**config.mk**
```make
export PLATFORM = sky130hd
export DESIGN_NAME = bus_arb2_flat
export DESIGN_NICKNAME = d
export VERILOG_FILES = /design/src/rtl/bus_arb2_pkg.sv /design/src/rtl/bus_arb2_if.sv /design/src/rtl/bus_arb2.sv /design/src/flat_wrapper.sv
export SDC_FILE = /design/constraint.sdc
export NUM_CORES = 1
export LEC_CHECK = 0
export ABC_AREA = 1
export CORE_AREA = 5 5 113 115
export CTS_BUF_LIST = sky130_fd_sc_hd__clkbuf_16
export CTS_CLUSTER_SIZE = 40
export DETAILED_ROUTE_END_ITERATION = 10
export DIE_AREA = 0 0 118 120
export DONT_BUFFER_PORTS = 1
export GPL_ROUTABILITY_DRIVEN = 0
export PLACE_DENSITY = 0.41
export REMOVE_ABC_BUFFERS = 1
export SLEW_MARGIN = 10
export SYNTH_ARGS = -nofsm -noshare
export SYNTH_HDL_FRONTEND = slang
export SYNTH_SLANG_ARGS = --single-unit
```
**constraint.sdc**
```tcl
create_clock -name clk -period 4.5 [get_ports clk]
set_input_delay 0.9 -clock clk [delete_from_list [all_inputs] [get_ports clk]]
set_output_delay 0.9 -clock clk [all_outputs]
set_load 0.02 [all_outputs]
```
**src/rtl/bus_arb2_pkg.sv**
```systemverilog
// ----------------------------------------------------------------------------
// bus_arb2_pkg : shared bus types, arbiter defaults and mapper address map
// Revision     : 1.0
// ----------------------------------------------------------------------------
`default_nettype none

package bus_arb2_pkg;

  localparam int unsigned c_data_w = 32;
  localparam int unsigned c_cnt_w  = 10;

  localparam int unsigned                c_timeout_default  = 1023;
  localparam logic [c_data_w-1:0]        c_err_data_default = 32'h0000_0000;

  // Address mapper regions
  localparam logic [c_data_w-1:0] c_map_ram_base = 32'h1000_0000;
  localparam logic [c_data_w-1:0] c_map_io_base  = 32'h2000_0000;
  localparam logic [c_data_w-1:0] c_map_bad_base = 32'h9900_0000;

  typedef enum logic [1:0] {
    ST_IDLE = 2'd0,
    ST_OWN0 = 2'd1,
    ST_OWN1 = 2'd2
  } state_t;

endpackage : bus_arb2_pkg

`default_nettype wire

```
**src/rtl/bus_arb2_if.sv**
```systemverilog
// ----------------------------------------------------------------------------
// bus_arb2_if : two master ports plus the shared downstream mapper bus
// Revision    : 1.0
// ----------------------------------------------------------------------------
`default_nettype none

interface bus_arb2_if;
  import bus_arb2_pkg::*;

  logic [c_data_w-1:0] m0_a;
  logic [c_data_w-1:0] m0_d;
  logic                m0_we;
  logic                m0_rd;
  logic [c_data_w-1:0] m0_spo;
  logic                m0_ready;

  logic [c_data_w-1:0] m1_a;
  logic [c_data_w-1:0] m1_d;
  logic                m1_we;
  logic                m1_rd;
  logic [c_data_w-1:0] m1_spo;
  logic                m1_ready;

  logic [c_data_w-1:0] a;
  logic [c_data_w-1:0] d;
  logic                we;
  logic                rd;
  logic [c_data_w-1:0] spo;
  logic                ready;
  logic                bus_err;
  logic                owner;

  // Arbiter side: drives the mapper bus and the per-master responses
  modport master (
    input  m0_a, m0_d, m0_we, m0_rd,
    output m0_spo, m0_ready,
    input  m1_a, m1_d, m1_we, m1_rd,
    output m1_spo, m1_ready,
    output a, d, we, rd,
    input  spo, ready,
    output bus_err, owner
  );

  // Environment side: the two requesting masters and the address mapper
  modport slave (
    output m0_a, m0_d, m0_we, m0_rd,
    input  m0_spo, m0_ready,
    output m1_a, m1_d, m1_we, m1_rd,
    input  m1_spo, m1_ready,
    input  a, d, we, rd,
    output spo, ready,
    input  bus_err, owner
  );

endinterface : bus_arb2_if

`default_nettype wire

```
**src/rtl/bus_arb2.sv**
```systemverilog
// ----------------------------------------------------------------------------
// bus_arb2 : two-master round-robin bus arbiter with wait-state timeout
// Revision : 1.0
// ----------------------------------------------------------------------------
`default_nettype none

module bus_arb2
  import bus_arb2_pkg::*;
#(
  parameter int unsigned          TIMEOUT  = c_timeout_default,
  parameter logic [c_data_w-1:0]  ERR_DATA = c_err_data_default
) (
  input  wire logic   clk,
  input  wire logic   rst,
  bus_arb2_if.master  bus
);

  localparam logic [c_cnt_w-1:0] c_timeout = c_cnt_w'(TIMEOUT);
  localparam logic [c_cnt_w-1:0] c_cnt_one = c_cnt_w'(1);
  localparam logic [c_cnt_w-1:0] c_cnt_max = '1;

  state_t               r_state;
  state_t               w_state_nxt;
  logic [c_cnt_w-1:0]   r_cnt;
  logic [c_cnt_w-1:0]   w_cnt_nxt;
  logic                 r_last;
  logic                 w_last_nxt;

  logic                 w_req0;
  logic                 w_req1;
  logic                 w_grant;
  logic                 w_sel;
  logic                 w_done;
  logic                 w_abort;
  logic [c_data_w-1:0]  w_rdata;

  assign w_req0  = bus.m0_rd | bus.m0_we;
  assign w_req1  = bus.m1_rd | bus.m1_we;
  assign w_rdata = w_abort ? ERR_DATA : bus.spo;

  always_ff @(posedge clk) begin
    if (rst) begin
      r_state <= ST_IDLE;
      r_cnt   <= '0;
      r_last  <= 1'b1;
    end else begin
      r_state <= w_state_nxt;
      r_cnt   <= w_cnt_nxt;
      r_last  <= w_last_nxt;
    end
  end

  always_comb begin
    w_state_nxt = r_state;
    w_cnt_nxt   = r_cnt;
    w_last_nxt  = r_last;
    w_grant     = 1'b0;
    w_sel       = 1'b0;
    w_done      = 1'b0;
    w_abort     = 1'b0;
    case (r_state)
      ST_IDLE: begin
        w_cnt_nxt = '0;
        if (w_req0 || w_req1) begin
          w_grant = 1'b1;
          // On a tie the master that was not served last wins
          w_sel   = (w_req0 && w_req1) ? ~r_last : w_req1;
          if (bus.ready) begin
            w_done = 1'b1;
          end else begin
            w_state_nxt = w_sel ? ST_OWN1 : ST_OWN0;
            w_cnt_nxt   = c_cnt_one;
          end
        end
      end
      ST_OWN0, ST_OWN1: begin
        w_grant = 1'b1;
        w_sel   = (r_state == ST_OWN1);
        if (!(w_sel ? w_req1 : w_req0)) begin
          w_state_nxt = ST_IDLE;
        end else if (bus.ready) begin
          w_done = 1'b1;
        end else if (r_cnt == c_timeout) begin
          w_done  = 1'b1;
          w_abort = 1'b1;
        end else if (r_cnt != c_cnt_max) begin
          w_cnt_nxt = r_cnt + c_cnt_one;
        end
      end
      default: w_state_nxt = ST_IDLE;
    endcase
    if (w_done) begin
      w_state_nxt = ST_IDLE;
      w_last_nxt  = w_sel;
    end
  end

  // Outputs are held quiet while rst is high so an abandoned transfer never completes
  always_comb begin
    bus.a        = '0;
    bus.d        = '0;
    bus.we       = 1'b0;
    bus.rd       = 1'b0;
    bus.owner    = 1'b0;
    bus.bus_err  = 1'b0;
    bus.m0_ready = 1'b0;
    bus.m0_spo   = '0;
    bus.m1_ready = 1'b0;
    bus.m1_spo   = '0;
    if (!rst && w_grant) begin
      bus.a       = w_sel ? bus.m1_a  : bus.m0_a;
      bus.d       = w_sel ? bus.m1_d  : bus.m0_d;
      bus.we      = w_sel ? bus.m1_we : bus.m0_we;
      bus.rd      = w_sel ? bus.m1_rd : bus.m0_rd;
      bus.owner   = w_sel;
      bus.bus_err = w_abort;
      if (w_done) begin
        if (w_sel) begin
          bus.m1_ready = 1'b1;
          bus.m1_spo   = w_rdata;
        end else begin
          bus.m0_ready = 1'b1;
          bus.m0_spo   = w_rdata;
        end
      end
    end
  end

endmodule : bus_arb2

`default_nettype wire

```
**src/flat_wrapper.sv**
```systemverilog
// flat-port wrapper written by rule: the top's interface ports become plain ports
module bus_arb2_flat import bus_arb2_pkg::*;
#(
  parameter int unsigned          TIMEOUT  = c_timeout_default,
  parameter logic [c_data_w-1:0]  ERR_DATA = c_err_data_default
)
  (clk, rst, bus_m0_a, bus_m0_d, bus_m0_we, bus_m0_rd, bus_m0_spo, bus_m0_ready, bus_m1_a, bus_m1_d, bus_m1_we, bus_m1_rd, bus_m1_spo, bus_m1_ready, bus_a, bus_d, bus_we, bus_rd, bus_spo, bus_ready, bus_bus_err, bus_owner);
  bus_arb2_if bus_i ();
  input  wire logic clk;
  input  wire logic rst;
  input wire logic [$bits(bus_i.m0_a)-1:0] bus_m0_a;
  input wire logic [$bits(bus_i.m0_d)-1:0] bus_m0_d;
  input wire logic [$bits(bus_i.m0_we)-1:0] bus_m0_we;
  input wire logic [$bits(bus_i.m0_rd)-1:0] bus_m0_rd;
  output wire logic [$bits(bus_i.m0_spo)-1:0] bus_m0_spo;
  output wire logic [$bits(bus_i.m0_ready)-1:0] bus_m0_ready;
  input wire logic [$bits(bus_i.m1_a)-1:0] bus_m1_a;
  input wire logic [$bits(bus_i.m1_d)-1:0] bus_m1_d;
  input wire logic [$bits(bus_i.m1_we)-1:0] bus_m1_we;
  input wire logic [$bits(bus_i.m1_rd)-1:0] bus_m1_rd;
  output wire logic [$bits(bus_i.m1_spo)-1:0] bus_m1_spo;
  output wire logic [$bits(bus_i.m1_ready)-1:0] bus_m1_ready;
  output wire logic [$bits(bus_i.a)-1:0] bus_a;
  output wire logic [$bits(bus_i.d)-1:0] bus_d;
  output wire logic [$bits(bus_i.we)-1:0] bus_we;
  output wire logic [$bits(bus_i.rd)-1:0] bus_rd;
  input wire logic [$bits(bus_i.spo)-1:0] bus_spo;
  input wire logic [$bits(bus_i.ready)-1:0] bus_ready;
  output wire logic [$bits(bus_i.bus_err)-1:0] bus_bus_err;
  output wire logic [$bits(bus_i.owner)-1:0] bus_owner;
  assign bus_i.m0_a = bus_m0_a;
  assign bus_i.m0_d = bus_m0_d;
  assign bus_i.m0_we = bus_m0_we;
  assign bus_i.m0_rd = bus_m0_rd;
  assign bus_m0_spo = bus_i.m0_spo;
  assign bus_m0_ready = bus_i.m0_ready;
  assign bus_i.m1_a = bus_m1_a;
  assign bus_i.m1_d = bus_m1_d;
  assign bus_i.m1_we = bus_m1_we;
  assign bus_i.m1_rd = bus_m1_rd;
  assign bus_m1_spo = bus_i.m1_spo;
  assign bus_m1_ready = bus_i.m1_ready;
  assign bus_a = bus_i.a;
  assign bus_d = bus_i.d;
  assign bus_we = bus_i.we;
  assign bus_rd = bus_i.rd;
  assign bus_i.spo = bus_spo;
  assign bus_i.ready = bus_ready;
  assign bus_bus_err = bus_i.bus_err;
  assign bus_owner = bus_i.owner;
  bus_arb2 #(.TIMEOUT(TIMEOUT), .ERR_DATA(ERR_DATA)) u_core (.clk(clk), .rst(rst), .bus(bus_i));
endmodule
```
==> flow_summary.toml, run 1 <==
[cts]
cts-htree-levels = 1
cts_resized = 0
clock_path_buffers = 2
root_buffer = "clkbuf_16"
clock_sinks = 13
cts_buffers = 3
post_cts_buffers = 0
clkTransAtPathRegs_ns = 0.05
ctsHoldBuffers = 0
cts_tree = "built"
clk_latency_ns = 0.24

[logic_synthesis]
muxShareOfSynthArea = 0
synth_fa_ha_area_frac = 0.02095
synth.avg_cell_area_sq_um = 5.060
synth_ff_type = "dfxtp_1"
synth_edf_count = 0
synth-xor-area-share = 0.01100
synthCells = 472
synthTopCellsByArea = "nand2_1, dfxtp_1, nor2_2"
synth_area_sq_mm = 0.002389
synth-seq-cells = 13
synth_warnings = 0
synth_simple_gate_area_frac = 0.7150
synth_top_cell_by_area = "nand2_1"
synth_compound_area_frac = 0.03824
synth_top_area_frac = 0.4274
synth_top_family_by_area = "simple AND/OR/NAND/NOR gates"
seq_area_frac_synth = 0.1090
async_reset_ff_frac = 0
synth_cell_types = 28

[route]
route.detailed.drc = 0
antenna_left = 0
num_vias = 3002
first_pass_iters = 5
wire_per_inst_microns = 19.56
drt_iter0_markers = 217
via_per_inst = 4.765
drt_wl_total_microns = 12320

[min_path]
hold_path.class = "reg -> reg"
hp-start = "u_core.r_last$_SDFFE_PP1N_"
hold-path-cell-count = 2
worstHoldEndpoint = "u_core.r_last$_SDFFE_PP1N_"

[timing]
hold-worst-slack_ns = 0.4754
max_slew_margin = 0.5718
final_hold_viol_count = 0
worstMarginPinSlew_ns = 0.6399
max_freq_mhz = 276.9
maxSlewViolCount = 0
fin_skew_ns = 0.001176
rsz0062_at_grt = "no"
fin_crit_sh = 0.8026
setup_slack_ns = 0.8885
setup_viol = 0
fin_crit_ns = 3.611
tns_ns = 0

[layout]
nets = 655
diodes = 0
fin_util = 0.2315
instances_no_fill = 630
fin_area_sq_mm = 0.002711
area_growth_pct = 13.51
layout-drive-gt1-share = 0.1843

[power_and_ir_drop]
clock_power_share = 0.186
power_mw = 0.9030
comb_power_share = 0.672
leakagePower_nw = 1.444
peakVddDrop_uv = 162.8
cellPowerDensity_mw_per_mm2 = 333.0
swShare = 0.6037
p_int_mw = 0.3579
seqPwrFrac = 0.142
power_switching_mw = 0.5451

[worst_setup_path]
path_delay_family = "simple AND/OR/NAND/NOR gates"
crit_path_start_kind = "flop"
critical_path_class = "reg -> out"
end_kind = "output pin"
reg2reg_depth = 9
cp_slowest_cell = "nor2_1"
reg2reg_setup_slack_ns = 2.48
crit_chain = "inv_1 -> ha_1 -> inv_2 -> nor2_2 -> nand3_2 -> nor2_1"
r2r_start = "u_core.r_state[1]$_SDFFE_PP0P_"
crit_start = "u_core.r_state[1]$_SDFFE_PP0P_"
cp.arrival_ns = 2.71
critPathMaxFanout = 33
max_stage_delay_ns = 0.72
critPathBufInv = 2
worstPathRequired_ns = 3.60
rr_endpoint = "u_core.r_cnt[7]$_SDFFE_PP0P_"

[die]
fp-row-count = 40
die_x_microns = 118
dieArea_sq_mm = 0.01416
start_util = 0.2040
core_sq_mm = 0.01171
die-height_microns = 120
ios = 301

[place]
dpl-instance-area_sq_mm = 0.002633
place_inst = 626
buffer_ports.inserted = 0
dp_slack_ns = 0.9743
hpwl_microns = 10760

[global_route]
grt_max_degree = 49
grt_pass1_wl_microns = 17810
track_usage = 0.1587
antenna_found_initial = 1
overflow = 0
grt_pass1_vias = 2832

[flow_run]
max_cap_viol_count = 0

[status]
status = "finished clean"
==> state kept, by name (all words and copies together), names as in the netlist <==
register and count:
u_core.r_cnt 10, u_core.r_state 2, u_core.r_last 1
==> worst register-to-register path, cell delays in order, from the launching register on <==
cell     delay (ns)
dfxtp_1        0.37
inv_1          0.11
ha_1           0.35
inv_2          0.14
nor2_2         0.24
nand3_2        0.26
nand2_2        0.27
nand2_1        0.08
nand2_1        0.06
nor2_1         0.04
==> Yosys cell counts, types with 5 or more instances <==
| library cell | count |
|---|---|
| clkbuf_1 | 5 |
| nand2_1 | 272 |
| buf_2 | 6 |
| a21oi_1 | 11 |
| inv_1 | 14 |
| nor2_1 | 48 |
| nand3_1 | 17 |
| dfxtp_1 | 13 |
| buf_6 | 7 |
| nor2_2 | 35 |
| buf_4 | 8 |
==> area by class of cell <==
class / count / area (sq um)
fill: 1362 / 9000
timing repair buffer: 33 / 247.7
clock buffer: 3 / 75.07
multi-input combinational: 416 / 1876
inverter: 17 / 65.06
clock inverter: 1 / 3.754
sequential: 13 / 260.3
tap: 147 / 183.9
==> how the worst max path moves through the flow <==
stage | to | slack (ns) | depth (start not counted)
after floorplan | bus_m1_spo[0] | 0.13 | 7
after global placement | bus_bus_err | 1.01 | 6
after detailed placement | bus_d[19] | 0.97 | 9
after CTS | bus_bus_err | 0.82 | 6
after global routing | bus_d[23] | 0.56 | 9
final | bus_bus_err | 0.89 | 6
==> cell usage in the layout, fill, tap and decap left out, drive strengths merged <==
master,n
inv,17
clkbuf,3
ha,4
nand3,23
nand4,4
nor3b,1
and2,1
buf,33
a21oi,12
xor2,1
dfxtp,13
clkinv,1
nor3,1
xnor2,2
o21ai,4
nand3b,1
nand2,276
nor2,86
==> cells by family after synthesis <==
family                     after synthesis
and+or+nand+nor                        393
buffers and inverters                   43
AOI/OAI and AO/OA                       16
DFF                                     13
adders and majority gates                4
xor gates and xnor gates                 3
==> power groups by stage <==
| stage | Combinational (mW) | Sequential [mW] | Clock (mW) |
|---|---|---|---|
| final | 0.607 | 0.129 | 0.168 |
| after global routing | 0.665 | 0.129 | 0.178 |
| after detailed placement | 0.609 | 0.131 | 0 |
| after CTS | 0.611 | 0.129 | 0.172 |
| after global placement | 0.607 | 0.131 | 0 |
| after floorplan | 0.472 | 0.129 | 0 |
==> metal layers <==
metal,part of all wire,global-route usage
met3,0.089,0.05702
met5,0.0011,0
met2,0.51,0.2758
met4,0.022,0.03728
met1,0.38,0.1863
Note: power is estimated with default switching activity, not from simulation.
==> inputs of run 2 (changes only) <==
Settings changed: ABC_AREA 1 to 0, CORE_AREA 5 5 113 115 to 5 5 114 116, DIE_AREA 0 0 118 120 to 0 0 119 121, PLACE_DENSITY 0.41 to 0.38.
Clock period 4.5 ns to 3.3 ns, I/O delays scaled along.
==> flow_summary.toml, run 2 <==
[status]
status = "finished clean"

[logic_synthesis]
netlist_top_cells_count = "a22o_1, and3_1, clkbuf_1"
synth.avg_cell_area_sq_um = 7.415
synthTopCellsByArea = "a22o_1, and3_1, dfxtp_1"
synth_area_sq_mm = 0.002017
seq_area_frac_synth = 0.1290
synth_top_cell_by_area = "a22o_1"
synth-seq-cells = 13
synth_ff_type = "dfxtp_1"
async_reset_ff_frac = 0
synth.most_common_cell = "a22o_1"
synth_cell_types = 48
synth_warnings = 0
synthCells = 272
synth_top_area_frac = 0.2823
synth_edf_count = 0

[layout]
area_growth_pct = 12.22
final_common_cell = "a22o_1"
largestRegisters = "u_core.r_cnt: 10 flops, u_core.r_state: 2 flops, u_core.r_last: 1 flops"
largest-register = "u_core.r_cnt"
layout-drive-gt1-share = 0.09127
final_cell_mix = "a22o_1, and3_1, dfxtp_1"
largest_reg_flops = 10
nets = 424

[cts]
clkTransAtPathRegs_ns = 0.05
ctsHoldBuffers = 0
root_buffer = "clkbuf_16"
cts_resized = 0
cts_buffers = 3
post_cts_buffers = 0
clk_latency_ns = 0.25
cts_tree = "built"
clock_path_buffers = 2
cts-htree-levels = 1
clock_sinks = 13

[place]
hpwl_microns = 11680
buffer_ports.inserted = 0

[die]
dieArea_sq_mm = 0.01440
die-height_microns = 121
fp-row-count = 40
ios = 301
start_util = 0.1708
core_sq_mm = 0.01181
die_x_microns = 119

[timing]
worstMarginPinSlew_ns = 0.5578
rsz0062_at_grt = "no"
fin_crit_sh = 0.9396
setup_viol = 0
max_slew_margin = 0.6253
maxSlewViolCount = 0
fin_crit_ns = 3.101
final_hold_viol_count = 0
hold-worst-slack_ns = 0.4798
max_freq_mhz = 322.5
fin_skew_ns = 0.002145

[worst_setup_path]
reg2reg_depth = 7
reg2reg_setup_slack_ns = 1.06
cp_slowest_cell = "ha_1"
cp_num_cells = 6
critical_path_class = "reg -> out"
critPathBufInv = 2
crit_chain = "inv_1 -> ha_1 -> o21ai_1 -> nor2_4 -> buf_12 -> and3_1"
critPathMaxFanout = 85
crit_start = "u_core.r_state[1]$_SDFFE_PP0P_"
end_kind = "output pin"
worstPathRequired_ns = 2.64
crit_end = "bus_m1_spo[15]"
max_stage_delay_ns = 0.46
rr_endpoint = "u_core.r_state[0]$_SDFFE_PP0P_"
path_delay_family = "simple AND/OR/NAND/NOR gates"
crit_path_start_kind = "flop"
r2r_start = "u_core.r_state[0]$_SDFFE_PP0P_"
cp.arrival_ns = 2.44

[global_route]
grt_max_degree = 101
track_usage = 0.1641
grt_pass1_vias = 2303
overflow = 0
grt_pass1_wl_microns = 17120
antenna_found_initial = 14

[power_and_ir_drop]
peakVddDrop_uv = 160.2
power_switching_mw = 0.4936
power_mw = 0.9739
leakagePower_nw = 1.012
seqPwrFrac = 0.172
swShare = 0.5068
p_int_mw = 0.4803
comb_power_share = 0.586
clock_power_share = 0.242
cellPowerDensity_mw_per_mm2 = 430.3

[route]
first_pass_iters = 4
wire_per_inst_microns = 33.22
antenna_left = 0
via_per_inst = 5.988
num_vias = 2401
drt_wl_total_microns = 13320
drt_iter0_markers = 175
route.detailed.drc = 0

[min_path]
hold_path.class = "reg -> reg"
hp-start = "u_core.r_cnt[9]$_SDFFE_PP0P_"

[flow_run]
max_cap_viol_count = 0
==> run 2: how the worst min path moves through the flow <==
stage | endpoint | slack [ns] | depth (start not counted)
after floorplan | u_core.r_cnt[9]$_SDFFE_PP0P_ | 0.44 | 2
after CTS | u_core.r_cnt[9]$_SDFFE_PP0P_ | 0.48 | 2
after detailed placement | u_core.r_cnt[9]$_SDFFE_PP0P_ | 0.48 | 2
after global placement | u_core.r_cnt[9]$_SDFFE_PP0P_ | 0.47 | 2
after global routing | u_core.r_state[1]$_SDFFE_PP0P_ | 0.49 | 1
final | u_core.r_cnt[9]$_SDFFE_PP0P_ | 0.48 | 2
==> run 2: final cells by class <==
type	count	area (sq um)
Multi-Input combinational cell	222	1630
Sequential cell	13	260.3
Tap cell	147	183.9
Inverter	5	18.77
Antenna cell	2	5.005
Fill cell	1317	9548
Timing Repair Buffer	8	85.08
Clock inverter	1	5.005
Clock buffer	3	75.07
==> run 2: worst register-to-register path, delay by kind of cell, from the launching register on <==
| family | cells | cell delay (ns) |
|---|---|---|
| compound gates | 2 | 0.73 |
| flops | 1 | 0.37 |
| fa+ha+maj | 1 | 0.21 |
| simple gates | 2 | 0.48 |
| buf+inv | 2 | 0.33 |
==> run 2: through the flow <==
step	worst slack [ns]	utilization	cells	area, sq um	setup TNS (ns)
after floorplan	-2.032	-	240	1887	-262.14
after global placement	0.3847	0.1844	395	2178	0
after detailed placement	0.3564	0.1844	395	2178	0
after CTS	0.2247	0.1912	399	2258	0
after global routing	0.03765	0.1914	400	2261	0
final	0.1995	0.1916	401	2263	0
==> run 2: metal layers <==
layer	part of all wire	wire length, microns	GRT usage
met5	0.0077	102	0
met1	0.34	4464	0.1689
met2	0.45	6015	0.2550
met4	0.014	191	0.03186
met3	0.19	2551	0.1422
==> run 2: cell families (layout without fill, tap and decap cells) <==
logic type	after synthesis	in the layout	synth area share
simple gates	123	123	0.3747
compound gates	91	91	0.3778
mux	4	4	0.01985
flops	13	13	0.1290
fa+ha+maj	4	4	0.02481
other cells	0	2	0
buf+inv	37	17	0.07382
==> run 2: power by group through the flow <==
stage	logic [mW]	registers (mW)	clock network, mW
after global routing	0.607	0.168	0.248
after CTS	0.572	0.167	0.239
after detailed placement	0.570	0.170	0
after floorplan	0.474	0.169	0
after global placement	0.566	0.171	0
final	0.571	0.168	0.236
==> inputs of run 3 (changes only) <==
Settings changed: CTS_BUF_LIST sky130_fd_sc_hd__clkbuf_16 to sky130_fd_sc_hd__clkbuf_8.
==> flow_summary.toml, run 3 (same netlist as run 2, synthesis figures left out) <==
[die]
core_sq_mm = 0.01181
fp-row-count = 40
dieArea_sq_mm = 0.01440
ios = 301
die-height_microns = 121
die_x_microns = 119
start_util = 0.1708

[timing]
final_hold_viol_count = 0
fin_crit_sh = 0.9387
hold-worst-slack_ns = 0.4854
rsz0062_at_grt = "no"
fin_skew_ns = 0.001704
worstMarginPinSlew_ns = 0.5604
setup_viol = 0
maxSlewViolCount = 0
max_freq_mhz = 322.8
max_slew_margin = 0.6235
fin_crit_ns = 3.098

[flow_run]
max_cap_viol_count = 0

[status]
status = "finished clean"

[global_route]
grt_pass1_vias = 2304
grt_max_degree = 101
grt_pass1_wl_microns = 17110
overflow = 0
track_usage = 0.1638
antenna_found_initial = 14

[layout]
fin_area_sq_mm = 0.002235
largestRegisters = "u_core.r_cnt: 10 flops, u_core.r_state: 2 flops, u_core.r_last: 1 flops"
instances_no_fill = 403
final_cell_mix = "a22o_1, and3_1, dfxtp_1"
largest-register = "u_core.r_cnt"
layout-drive-gt1-share = 0.09127
largest_reg_flops = 10
nets = 424
final_common_cell = "a22o_1"
fin_util = 0.1892
area_growth_pct = 10.79

[worst_setup_path]
reg2reg_setup_slack_ns = 1.06
crit_chain = "inv_1 -> ha_1 -> o21ai_1 -> nor2_4 -> buf_12 -> and3_1"
worstPathRequired_ns = 2.64
critical_path_class = "reg -> out"
max_stage_delay_ns = 0.45
cp_slowest_cell = "ha_1"
critPathBufInv = 2
cp.arrival_ns = 2.44
path_delay_family = "simple AND/OR/NAND/NOR gates"
end_kind = "output pin"
critPathMaxFanout = 85
crit_path_start_kind = "flop"

[route]
antenna_left = 0
wire_per_inst_microns = 33.13
via_per_inst = 5.970
route.detailed.drc = 0
drt_iter0_markers = 180
num_vias = 2406
first_pass_iters = 4
drt_wl_total_microns = 13350

[place]
dpl-instance-area_sq_mm = 0.002178
buffer_ports.inserted = 0
place_inst = 395
hpwl_microns = 11680

[cts]
ctsHoldBuffers = 0
cts-htree-levels = 1
clk_latency_ns = 0.25
root_buffer = "clkbuf_8"
cts_buffers = 3
clkTransAtPathRegs_ns = 0.06
post_cts_buffers = 0
clock_path_buffers = 2
cts_resized = 0
clock_sinks = 13
cts_tree = "built"

[power_and_ir_drop]
leakagePower_nw = 0.9971
peakVddDrop_uv = 160.7
power_mw = 0.8882
cellPowerDensity_mw_per_mm2 = 397.5

[min_path]
hold_path.class = "reg -> reg"
-- run 3: cell count changes in the layout (fill, tap and decap cells not counted) --
cell	previous run	this run
clkbuf_8	0	3
diode_2	2	4
clkbuf_16	3	0
-- run 3: layout make-up --
cell class | count | area (sq um)
Tap cell | 147 | 183.9
Fill cell | 1320 | 9577
Inverter | 5 | 18.77
Clock buffer | 3 | 41.29
Sequential cell | 13 | 260.3
Timing Repair Buffer | 8 | 85.08
Multi-Input combinational cell | 222 | 1630
Antenna cell | 4 | 10.01
Clock inverter | 1 | 5.005
-- run 3: tightest hold or removal path: cells and delay by family, from the launching register on --
kind,cells,cell delay (ns)
mux,1,0.05
simple gates,1,0.06
flops,1,0.33
-- run 3: worst paths after layout --
kind	from	endpoint	depth (start not counted)
hold / removal	u_core.r_cnt[9]$_SDFFE_PP0P_	u_core.r_cnt[9]$_SDFFE_PP0P_	2
setup reg to reg	u_core.r_state[0]$_SDFFE_PP0P_	u_core.r_state[0]$_SDFFE_PP0P_	7
hold reg to reg	u_core.r_cnt[9]$_SDFFE_PP0P_	u_core.r_cnt[9]$_SDFFE_PP0P_	2
setup / recovery	u_core.r_state[1]$_SDFFE_PP0P_	bus_m1_spo[15]	6
-- run 3: metrics by stage --
step / setup TNS (ns) / worst slack [ns]
after floorplan: -262.14 / -2.032
after global placement: 0 / 0.3847
after detailed placement: 0 / 0.3564
after CTS: 0 / 0.2149
after global routing: 0 / 0.02847
final: 0 / 0.2024
-- run 3: layer usage --
metal / GRT usage / share of wire / vias up
met5: 0 / 0.0069 / -
met4: 0.03186 / 0.013 / 16
met3: 0.1408 / 0.19 / 26
met2: 0.2550 / 0.45 / 206
met1: 0.1689 / 0.34 / 1112
li1: - / - / 1046
-- run 3: power by group --
part	switching, mW	internal (mW)	leakage (nW)	total (mW)
Sequential	0.00512	0.162	0.105	0.167
Combinational	0.416	0.156	0.866	0.572
Clock	0.0652	0.0836	0.0255	0.149
